[src/rtl/id_stage_if.sv]
// Bundle of fetch-side, execute-side, writeback and flush signals around the decode stage.
// The slave modport is the decode stage's view; master is the surrounding pipeline's view.
interface id_stage_if;
  logic        in_valid;
  logic [15:0] in_instr;
  logic        in_ready;
  logic        out_valid;
  logic        out_ready;
  logic [15:0] out_a;
  logic [15:0] out_b;
  logic [3:0]  out_alu_op;
  logic [2:0]  out_rd;
  logic        out_wen;
  logic        out_illegal;
  logic        wb_en;
  logic [2:0]  wb_rd;
  logic [15:0] wb_data;
  logic        flush;

  modport slave (
    input  in_valid, in_instr, out_ready, wb_en, wb_rd, wb_data, flush,
    output in_ready, out_valid, out_a, out_b, out_alu_op, out_rd, out_wen, out_illegal
  );

  modport master (
    output in_valid, in_instr, out_ready, wb_en, wb_rd, wb_data, flush,
    input  in_ready, out_valid, out_a, out_b, out_alu_op, out_rd, out_wen, out_illegal
  );
endinterface

[src/rtl/id_stage.sv]
// Decode/operand-fetch stage: decodes one instruction per cycle, reads the register file
// with writeback bypass, stalls on scoreboard hazards and holds a single ID/EX entry.
`ifndef ALU_ADD
`define ALU_ADD 4'd0
`define ALU_SUB 4'd1
`define ALU_AND 4'd2
`define ALU_OR  4'd3
`define ALU_XOR 4'd4
`define ALU_SLT 4'd5
`endif

module id_stage #(
  parameter int NREG = 8
) (
  input  logic      clk,
  input  logic      rst_n,
  id_stage_if.slave bus
);
  logic [15:0]     rf_q [NREG];
  logic [15:0]     rf_d [NREG];
  logic [NREG-1:0] busy_q, busy_d, busy_eff;

  logic        out_valid_q, out_valid_d;
  logic [15:0] out_a_q, out_a_d;
  logic [15:0] out_b_q, out_b_d;
  logic [3:0]  out_alu_op_q, out_alu_op_d;
  logic [2:0]  out_rd_q, out_rd_d;
  logic        out_wen_q, out_wen_d;
  logic        out_illegal_q, out_illegal_d;

  logic [3:0]  opc;
  logic [2:0]  rd, rs1, rs2, funct;
  logic [15:0] imm, rs1_val, rs2_val;
  logic        r_legal, is_i, is_nop, illegal, wen, hazard, accept;
  logic [3:0]  alu_op;

  assign opc   = bus.in_instr[15:12];
  assign rd    = bus.in_instr[11:9];
  assign rs1   = bus.in_instr[8:6];
  assign rs2   = bus.in_instr[5:3];
  assign funct = bus.in_instr[2:0];
  assign imm   = {{10{bus.in_instr[5]}}, bus.in_instr[5:0]};

  always_comb begin
    r_legal = (opc == 4'h0) && (funct < 3'd6);
    is_i    = (opc >= 4'h1) && (opc <= 4'h5);
    is_nop  = (opc == 4'hF);
    illegal = !(r_legal || is_i || is_nop);
    wen     = (r_legal || is_i) && (rd != 3'd0);
    alu_op  = `ALU_ADD;
    if (r_legal) begin
      case (funct)
        3'd1:    alu_op = `ALU_SUB;
        3'd2:    alu_op = `ALU_AND;
        3'd3:    alu_op = `ALU_OR;
        3'd4:    alu_op = `ALU_XOR;
        3'd5:    alu_op = `ALU_SLT;
        default: alu_op = `ALU_ADD;
      endcase
    end else if (is_i) begin
      case (opc)
        4'h2:    alu_op = `ALU_AND;
        4'h3:    alu_op = `ALU_OR;
        4'h4:    alu_op = `ALU_XOR;
        4'h5:    alu_op = `ALU_SLT;
        default: alu_op = `ALU_ADD;
      endcase
    end
  end

  // Busy bits as seen after this cycle's writeback clear, so a same-cycle writeback unblocks issue.
  always_comb begin
    for (int i = 0; i < NREG; i++) begin
      busy_eff[i] = busy_q[i] && !(bus.wb_en && (bus.wb_rd == 3'(i)));
    end
    rs1_val = rf_q[rs1];
    if (bus.wb_en && (bus.wb_rd == rs1)) rs1_val = bus.wb_data;
    if (rs1 == 3'd0) rs1_val = '0;
    rs2_val = rf_q[rs2];
    if (bus.wb_en && (bus.wb_rd == rs2)) rs2_val = bus.wb_data;
    if (rs2 == 3'd0) rs2_val = '0;
    hazard = ((r_legal || is_i) && (rs1 != 3'd0) && busy_eff[rs1]) ||
             (r_legal && (rs2 != 3'd0) && busy_eff[rs2]);
  end

  assign bus.in_ready = !bus.flush && !hazard && (!out_valid_q || bus.out_ready);
  assign accept       = bus.in_valid && bus.in_ready;

  always_comb begin
    rf_d          = rf_q;
    busy_d        = busy_eff;
    out_valid_d   = out_valid_q;
    out_a_d       = out_a_q;
    out_b_d       = out_b_q;
    out_alu_op_d  = out_alu_op_q;
    out_rd_d      = out_rd_q;
    out_wen_d     = out_wen_q;
    out_illegal_d = out_illegal_q;
    if (bus.wb_en && (bus.wb_rd != 3'd0)) rf_d[bus.wb_rd] = bus.wb_data;
    if (bus.flush) begin
      busy_d      = '0;
      out_valid_d = 1'b0;
    end else if (accept) begin
      if (wen) busy_d[rd] = 1'b1;
      out_valid_d   = 1'b1;
      out_a_d       = rs1_val;
      out_b_d       = r_legal ? rs2_val : imm;
      out_alu_op_d  = alu_op;
      out_rd_d      = rd;
      out_wen_d     = wen;
      out_illegal_d = illegal;
    end else if (bus.out_ready) begin
      out_valid_d = 1'b0;
    end
  end

  always_ff @(posedge clk or negedge rst_n) begin
    if (!rst_n) begin
      rf_q          <= '{default: '0};
      busy_q        <= '0;
      out_valid_q   <= 1'b0;
      out_a_q       <= '0;
      out_b_q       <= '0;
      out_alu_op_q  <= `ALU_ADD;
      out_rd_q      <= '0;
      out_wen_q     <= 1'b0;
      out_illegal_q <= 1'b0;
    end else begin
      rf_q          <= rf_d;
      busy_q        <= busy_d;
      out_valid_q   <= out_valid_d;
      out_a_q       <= out_a_d;
      out_b_q       <= out_b_d;
      out_alu_op_q  <= out_alu_op_d;
      out_rd_q      <= out_rd_d;
      out_wen_q     <= out_wen_d;
      out_illegal_q <= out_illegal_d;
    end
  end

  assign bus.out_valid   = out_valid_q;
  assign bus.out_a       = out_a_q;
  assign bus.out_b       = out_b_q;
  assign bus.out_alu_op  = out_alu_op_q;
  assign bus.out_rd      = out_rd_q;
  assign bus.out_wen     = out_wen_q;
  assign bus.out_illegal = out_illegal_q;
endmodule

[src/flat_wrapper.sv]
// flat-port wrapper written by rule: the top's interface ports become plain ports
module id_stage_flat 
#(
  parameter int NREG = 8
)
  (clk, rst_n, bus_in_valid, bus_in_instr, bus_out_ready, bus_wb_en, bus_wb_rd, bus_wb_data, bus_flush, bus_in_ready, bus_out_valid, bus_out_a, bus_out_b, bus_out_alu_op, bus_out_rd, bus_out_wen, bus_out_illegal);
  id_stage_if bus_i ();
  input  logic clk;
  input  logic rst_n;
  input wire logic [$bits(bus_i.in_valid)-1:0] bus_in_valid;
  input wire logic [$bits(bus_i.in_instr)-1:0] bus_in_instr;
  input wire logic [$bits(bus_i.out_ready)-1:0] bus_out_ready;
  input wire logic [$bits(bus_i.wb_en)-1:0] bus_wb_en;
  input wire logic [$bits(bus_i.wb_rd)-1:0] bus_wb_rd;
  input wire logic [$bits(bus_i.wb_data)-1:0] bus_wb_data;
  input wire logic [$bits(bus_i.flush)-1:0] bus_flush;
  output wire logic [$bits(bus_i.in_ready)-1:0] bus_in_ready;
  output wire logic [$bits(bus_i.out_valid)-1:0] bus_out_valid;
  output wire logic [$bits(bus_i.out_a)-1:0] bus_out_a;
  output wire logic [$bits(bus_i.out_b)-1:0] bus_out_b;
  output wire logic [$bits(bus_i.out_alu_op)-1:0] bus_out_alu_op;
  output wire logic [$bits(bus_i.out_rd)-1:0] bus_out_rd;
  output wire logic [$bits(bus_i.out_wen)-1:0] bus_out_wen;
  output wire logic [$bits(bus_i.out_illegal)-1:0] bus_out_illegal;
  assign bus_i.in_valid = bus_in_valid;
  assign bus_i.in_instr = bus_in_instr;
  assign bus_i.out_ready = bus_out_ready;
  assign bus_i.wb_en = bus_wb_en;
  assign bus_i.wb_rd = bus_wb_rd;
  assign bus_i.wb_data = bus_wb_data;
  assign bus_i.flush = bus_flush;
  assign bus_in_ready = bus_i.in_ready;
  assign bus_out_valid = bus_i.out_valid;
  assign bus_out_a = bus_i.out_a;
  assign bus_out_b = bus_i.out_b;
  assign bus_out_alu_op = bus_i.out_alu_op;
  assign bus_out_rd = bus_i.out_rd;
  assign bus_out_wen = bus_i.out_wen;
  assign bus_out_illegal = bus_i.out_illegal;
  id_stage #(.NREG(NREG)) u_core (.clk(clk), .rst_n(rst_n), .bus(bus_i));
endmodule
[config.mk]
export PLATFORM = sky130hd
export DESIGN_NAME = id_stage_flat
export DESIGN_NICKNAME = d
export VERILOG_FILES = /design/src/rtl/id_stage_if.sv /design/src/rtl/id_stage.sv /design/src/flat_wrapper.sv
export SDC_FILE = /design/constraint.sdc
export NUM_CORES = 1
export LEC_CHECK = 0
export ABC_AREA = 1
export CAP_MARGIN = 20
export CORE_ASPECT_RATIO = 1.75
export CORE_MARGIN = 5
export CORE_UTILIZATION = 50
export CTS_BUF_LIST = sky130_fd_sc_hd__clkbuf_16
export CTS_CLUSTER_SIZE = 20
export DETAILED_ROUTE_END_ITERATION = 16
export PLACE_DENSITY = 0.7
export SYNTH_ARGS = -nofsm -noshare
export SYNTH_HDL_FRONTEND = slang
export SYNTH_SLANG_ARGS = --single-unit
[constraint.sdc]
create_clock -name clk -period 1.86 [get_ports clk]
set_input_delay 0.465 -clock clk [delete_from_list [all_inputs] [get_ports clk]]
set_output_delay 0.465 -clock clk [all_outputs]
set_load 0.005 [all_outputs]
Yosys cells after proc, flatten, opt, wreduce, memory -nomap -nowiden
Cells that the tools add are included.
{"block": "totals", "reg_bits": 178, "input_bits": 41, "output_inout_bits": 43}
{"block": "op_classes", "magnitude_cmp": 11, "eq_ne": 19, "muxes": 30, "bitwise": 5, "n_reduce_logical": 57}
{"cell": "2-to-1 mux 16 bit", "count": 10}
{"cell": "bitwise mux 128 bit", "count": 1}
{"cell": "binary-select mux 16 bit (select 3 bit)", "count": 2}
{"cell": "demux 16 bit (select 3 bit)", "count": 1}
{"cell": "logical AND 1 bit", "count": 31}
{"cell": "2-to-1 mux 8 bit", "count": 3}
{"cell": "equality test 3 bit, second input constant", "count": 6}
{"cell": "case mux 3 bit (5 select lines)", "count": 1}
{"cell": "nonzero test 3 bit", "count": 5}
{"cell": "equality test 3 x 2 -> 1 bit, second input constant", "count": 4}
{"cell": ">= comparator 4 bit, second input constant", "count": 3}
{"cell": "zero test 1 bit", "count": 12}
{"cell": "less-than comparator 3 x 4 -> 1 bit, second input constant", "count": 3}
{"cell": "inverter 3 -> 4 bit", "count": 3}
{"cell": "case mux 3 bit (4 select lines)", "count": 1}
{"cell": "zero test 3 bit", "count": 3}
{"cell": "equality test 4 x 2 -> 1 bit, second input constant", "count": 2}
{"cell": "equality test 4 x 3 -> 1 bit, second input constant", "count": 2}
{"cell": "2-to-1 mux 4 bit", "count": 2}
{"cell": "bitwise OR 8 bit", "count": 1}
{"cell": "binary-select mux 1 bit (select 3 bit)", "count": 2}
{"cell": "equality test 3 x 1 -> 1 bit, second input constant", "count": 2}
{"cell": "equality test 3 bit", "count": 2}
{"cell": "2-to-1 mux 1 bit", "count": 6}
{"cell": "other kinds (11)", "count": 14}

Logic depth before layout (Yosys ltp)
{"block": "depth", "depth_word": 14, "ltp_mapped": 14, "mapped_depth_nobuf": 14}

Worst setup path after synthesis
Ideal clock, no wire load.
{"block": "synth_path", "kind": "input -> output", "start": "in bus_wb_rd[1]", "end": "out bus_in_ready", "t_arrival_ns": 1.456, "slack_ns": -0.061, "stages": 11, "path_buffers": 1, "cell_sequence": "buf_4 -> inv_2 -> nor2_2 -> nand2_1 -> nand2_1 -> nor2_1 -> nor2_1 -> nand2_1 -> inv_1 -> nor2_1 -> nor2_2"}
{"block": "synth_between", "elab_chain_cells": 11}
{"item": "start, declared", "line_no": "flat_wrapper.sv:14", "source": "input wire logic [$bits(bus_i.wb_rd)-1:0] bus_wb_rd;"}
{"item": "equality test 3 x 1 -> 1 bit (tied with other cells)", "line_no": "id_stage.sv:74", "source": "busy_eff[i] = busy_q[i] && !(bus.wb_en && (bus.wb_rd == 3'(i)));"}
{"item": "logical AND 1 bit", "line_no": "id_stage.sv:74"}
{"item": "zero test 1 bit", "line_no": "id_stage.sv:74"}
{"item": "logical AND 1 bit", "line_no": "id_stage.sv:74"}
{"item": "binary-select mux 1 bit (select 3 bit), on equally long branches", "line_no": "id_stage.sv:82, id_stage.sv:83"}
{"item": "2-to-1 mux 1 bit, on equally long branches", "line_no": "id_stage.sv:82, id_stage.sv:83"}
{"item": "logical AND 1 bit, on equally long branches", "line_no": "id_stage.sv:82, id_stage.sv:83"}
{"item": "logical OR 1 bit (*)", "line_no": "id_stage.sv:82", "source": "hazard = ((r_legal || is_i) && (rs1 != 3'd0) && busy_eff[rs1]) ||"}
{"item": "zero test 1 bit (*)", "line_no": "id_stage.sv:86", "source": "assign bus.in_ready = !bus.flush && !hazard && (!out_valid_q || bus.out_ready);"}
{"item": "logical AND 1 bit (*) (2 in series)", "line_no": "id_stage.sv:86"}
{"item": "end, declared", "line_no": "flat_wrapper.sv:17", "source": "output wire logic [$bits(bus_i.in_ready)-1:0] bus_in_ready;"}
Every way passes the cells marked *; elsewhere a longest branch is shown, timed or not. The select of a mux whose other input is x is not followed.

Worst setup path in the final report
{"block": "layout_path", "start": "in bus_in_instr[15]", "end": "out bus_in_ready"}
{"block": "layout_between", "elab_chain_cells": 9}
{"item": "start, declared", "line_no": "flat_wrapper.sv:11", "source": "input wire logic [$bits(bus_i.in_instr)-1:0] bus_in_instr;"}
{"item": ">= comparator 4 x 1 -> 1 bit (tied with other cells)", "line_no": "id_stage.sv:46", "source": "is_i = (opc >= 4'h1) && (opc <= 4'h5);"}
{"item": "logical AND 1 bit, on equally long branches", "line_no": "id_stage.sv:46, id_stage.sv:45"}
{"item": "logical OR 1 bit", "line_no": "id_stage.sv:82"}
{"item": "logical AND 1 bit (2 in series)", "line_no": "id_stage.sv:82"}
{"item": "logical OR 1 bit (*)", "line_no": "id_stage.sv:82"}
{"item": "zero test 1 bit (*)", "line_no": "id_stage.sv:86"}
{"item": "logical AND 1 bit (*) (2 in series)", "line_no": "id_stage.sv:86"}
Every way passes the cells marked *; elsewhere a longest branch is shown, timed or not.

==> results.ini <==
[outcome]
outcome=finished, violations left
violations=negative setup slack

[power]
swShare=0.318
power.share.sequential=0.450
p_leak_nw=5.84
netSwitchingPower_w=0.00348
clkPwrFrac=0.297
finalPower_w=0.0109
p_int_w=0.00747
combPwrFrac=0.253
power_density_nw_per_um2=889
ir_drop_mv=0.649

[sta]
rsz0062_at_grt=yes
skew_ns=0.0116
period_minus_slack_ns=2.03
setup_slack_ns=-0.166
hold_ws_ns=0.374
hold_viol=0
slew_viol_final=0
clock.fmax_mhz=494
setup_viol=1
fin_crit_sh=1.09
setup_tns_ns=-0.166

[global_routing]
grt-ovfl-total=0
grt_use_total=0.297
grt_pass1_wl_mm=50.3
antenna_found_initial=0
grt_pass1_vias=9536
grt_max_degree=53

[critical_path]
worstSetupPathType=input port to output port
cp-startpoint=bus_in_instr[15]
cp-end-kind=output port
r2r_start=u_core.busy_q[3]$_DFF_PN0_
startpoint_type=input port
crit_required_ns=1.39
critPathArrivalTime_ns=1.56
critPathMaxFanout=2

[synthesis]
synth_edf_count=0
ys_warn_count=0
synth_top_cells_by_area=dfrtp_1 (46%), nand2_1 (15%), o21ai_0 (9.5%), a21oi_1 (7.6%), nor2_1 (3.2%)
synthArstFlopShare=1.00
syn-num-nets=1357
synth.ff_latch_count=176
syn_area_um2=9530
synth_top_area_share=0.462
ys.flop_type=dfrtp_1
synth_top_area_cell=dfrtp_1
synth_cell_types=39
syn_inst=1313
syn_avg_cell_area_um2=7.26
yosysSeqAreaShare=0.462

[hold_path]
min_path_type=flip-flop to flip-flop
min_from=u_core.rf_q[120]$_DFFE_PN0P_

[detailed_routing]
routed_wl_mm=32.8
drc_errors=0
ant_nets=0
num_vias=9854
post_drt_wl_per_cell_um=19.1
drt_iter0_markers=988
first_pass_iters=5
vias_per_cell=5.74

[finish]
nets=1510
multiInputGateArea_um2=4590
final_core_util=0.659
stdcell_area_um2=12300
num_antenna_cells=0
drive_gt1_frac=0.175
area_delta_synth_final_pct=29.2
regArea_um2=4400
nFillCells=1652

[placement]
portBuffers=82
place.gp.congestion=0.914
placed_area_um2=11400
hpwl_mm=22.1

[clock_network]
clock_sinks=176
tritoncts=yes
cts_buffer_depth=2
clock_latency_ns=0.43
numCtsBuffers=17
cts.reportedPaths.clkPinSlew_ns=0.06
clock-root-buffer=clkbuf_16
htreeDepth=4

[die]
dieArea_um2=22000
initial_core_util=0.511
core_area_um2=18700
num_io_pins=84
die_w_um=114
core.rowCount=66
die_h_um=193

[flow_run]
drv_cap=0

[layout by cell type, fill, tap and decap left out, types with 16 or more instances in the layout]
cell             instances
nand2_1                378
o21ai_0                179
dfrtp_1                176
a21oi_1                143
buf_4                  134
nor2_1                  73
clkdlybuf4s50_1         63
nand3_1                 58
inv_1                   54
clkbuf_16               20
nor3_1                  19
buf_12                  16
[per-layer routing]
metal  up-vias  share of wire  track usage
met2       414           0.50        0.506
li1       4650              -            -
met5         -              0            0
met4         0          0.077        0.212
met1      4676           0.36        0.339
met3       114          0.057       0.0370
[critical path: stages]
cell	delay, ns
dlygate4sd2_1	0.26
nor2_2	0.14
nand2_2	0.09
nor2_4	0.11
buf_6	0.12
nand2_1	0.06
nor2_2	0.14
nor2_4	0.05
buf_2	0.12
[power groups by stage]
stage	clock (W)	sequential (W)	combinational, W
3_5_place_dp	0	0.00498	0.00265
4_1_cts	0.00330	0.00491	0.00269
2_1_floorplan	0	0.00490	0.00138
3_3_place_gp	0	0.00496	0.00260
5_1_grt	0.00343	0.00501	0.00308
6_report	0.00325	0.00493	0.00277
[through the flow]
stage / worst slack (ns) / cells
6_report: -0.166 / 1716
5_1_grt: -0.253 / 1716
4_1_cts: -0.176 / 1707
3_5_place_dp: -1.03 / 1666
3_3_place_gp: -1.03 / 1666
2_1_floorplan: 0.00111 / 1313
[flip-flops by register name, indices dropped and copies added (netlist names)]
name / flops
u_core.bus.out_illegal: 1
u_core.bus.out_valid: 1
u_core.busy_q: 7
u_core.rf_q: 128
u_core.bus.out_a: 16
u_core.bus.out_rd: 3
u_core.bus.out_wen: 1
u_core.bus.out_b: 16
u_core.bus.out_alu_op: 3
[worst paths after layout]
check	cells after the start	slack, ns	end
hold / removal	0	0.37	u_core.rf_q[120]$_DFFE_PN0P_
setup / recovery	9	-0.17	bus_in_ready
setup reg to reg	13	0.07	u_core.bus.out_b[13]$_DFFE_PN0P_
max in group asynchronous	3	0.71	u_core.rf_q[23]$_DFFE_PN0P_
min in group asynchronous	2	0.51	u_core.rf_q[64]$_DFFE_PN0P_
hold reg to reg	0	0.37	u_core.rf_q[120]$_DFFE_PN0P_
[synthesized netlist by cell type, drive strengths merged (2+ instances only)]
library cell / n
buf: 35
nand4: 3
ha: 3
a31oi: 19
o21ai: 201
nand3: 59
a22oi: 7
nor2: 85
clkbuf: 71
a311oi: 2
inv: 65
o22ai: 4
o211ai: 5
a21oi: 145
a32oi: 2
dfrtp: 176
nand2: 395
clkinv: 4
nor3: 21
o21a: 5
[final cells by class]
class / count / share of cell area
multi-input combinational: 963 / 0.373
clock buffer: 17 / 0.0346
inverter: 69 / 0.0216
timing repair buffer: 239 / 0.181
sequential: 176 / 0.358
clock inverter: 14 / 0.00763
tap: 238 / 0.0242
[kinds of logic (layout without fill, tap and decap cells)]
group	count (synthesis)	in the layout	share of synthesized area
DFF	176	176	0.462
buffers and inverters	175	339	0.0766
and+or+nand+nor	565	566	0.239
other	1	1	0.000394
adders and majority gates	3	3	0.00394
AOI/OAI and AO/OA	393	393	0.217
[timing repair]
| action | CTS | global route |
|---|---|---|
| gates cloned | 0 | 4 |
| hold endpoints to repair | 35 | 0 |
| buffers inserted | 9 | 10 |
| hold buffers | 1 | 0 |
| gates resized for setup | 62 | 39 |
| setup endpoints to repair | 50 | 38 |
| pin swaps | 19 | 18 |
(Power assumes the default switching activity.)
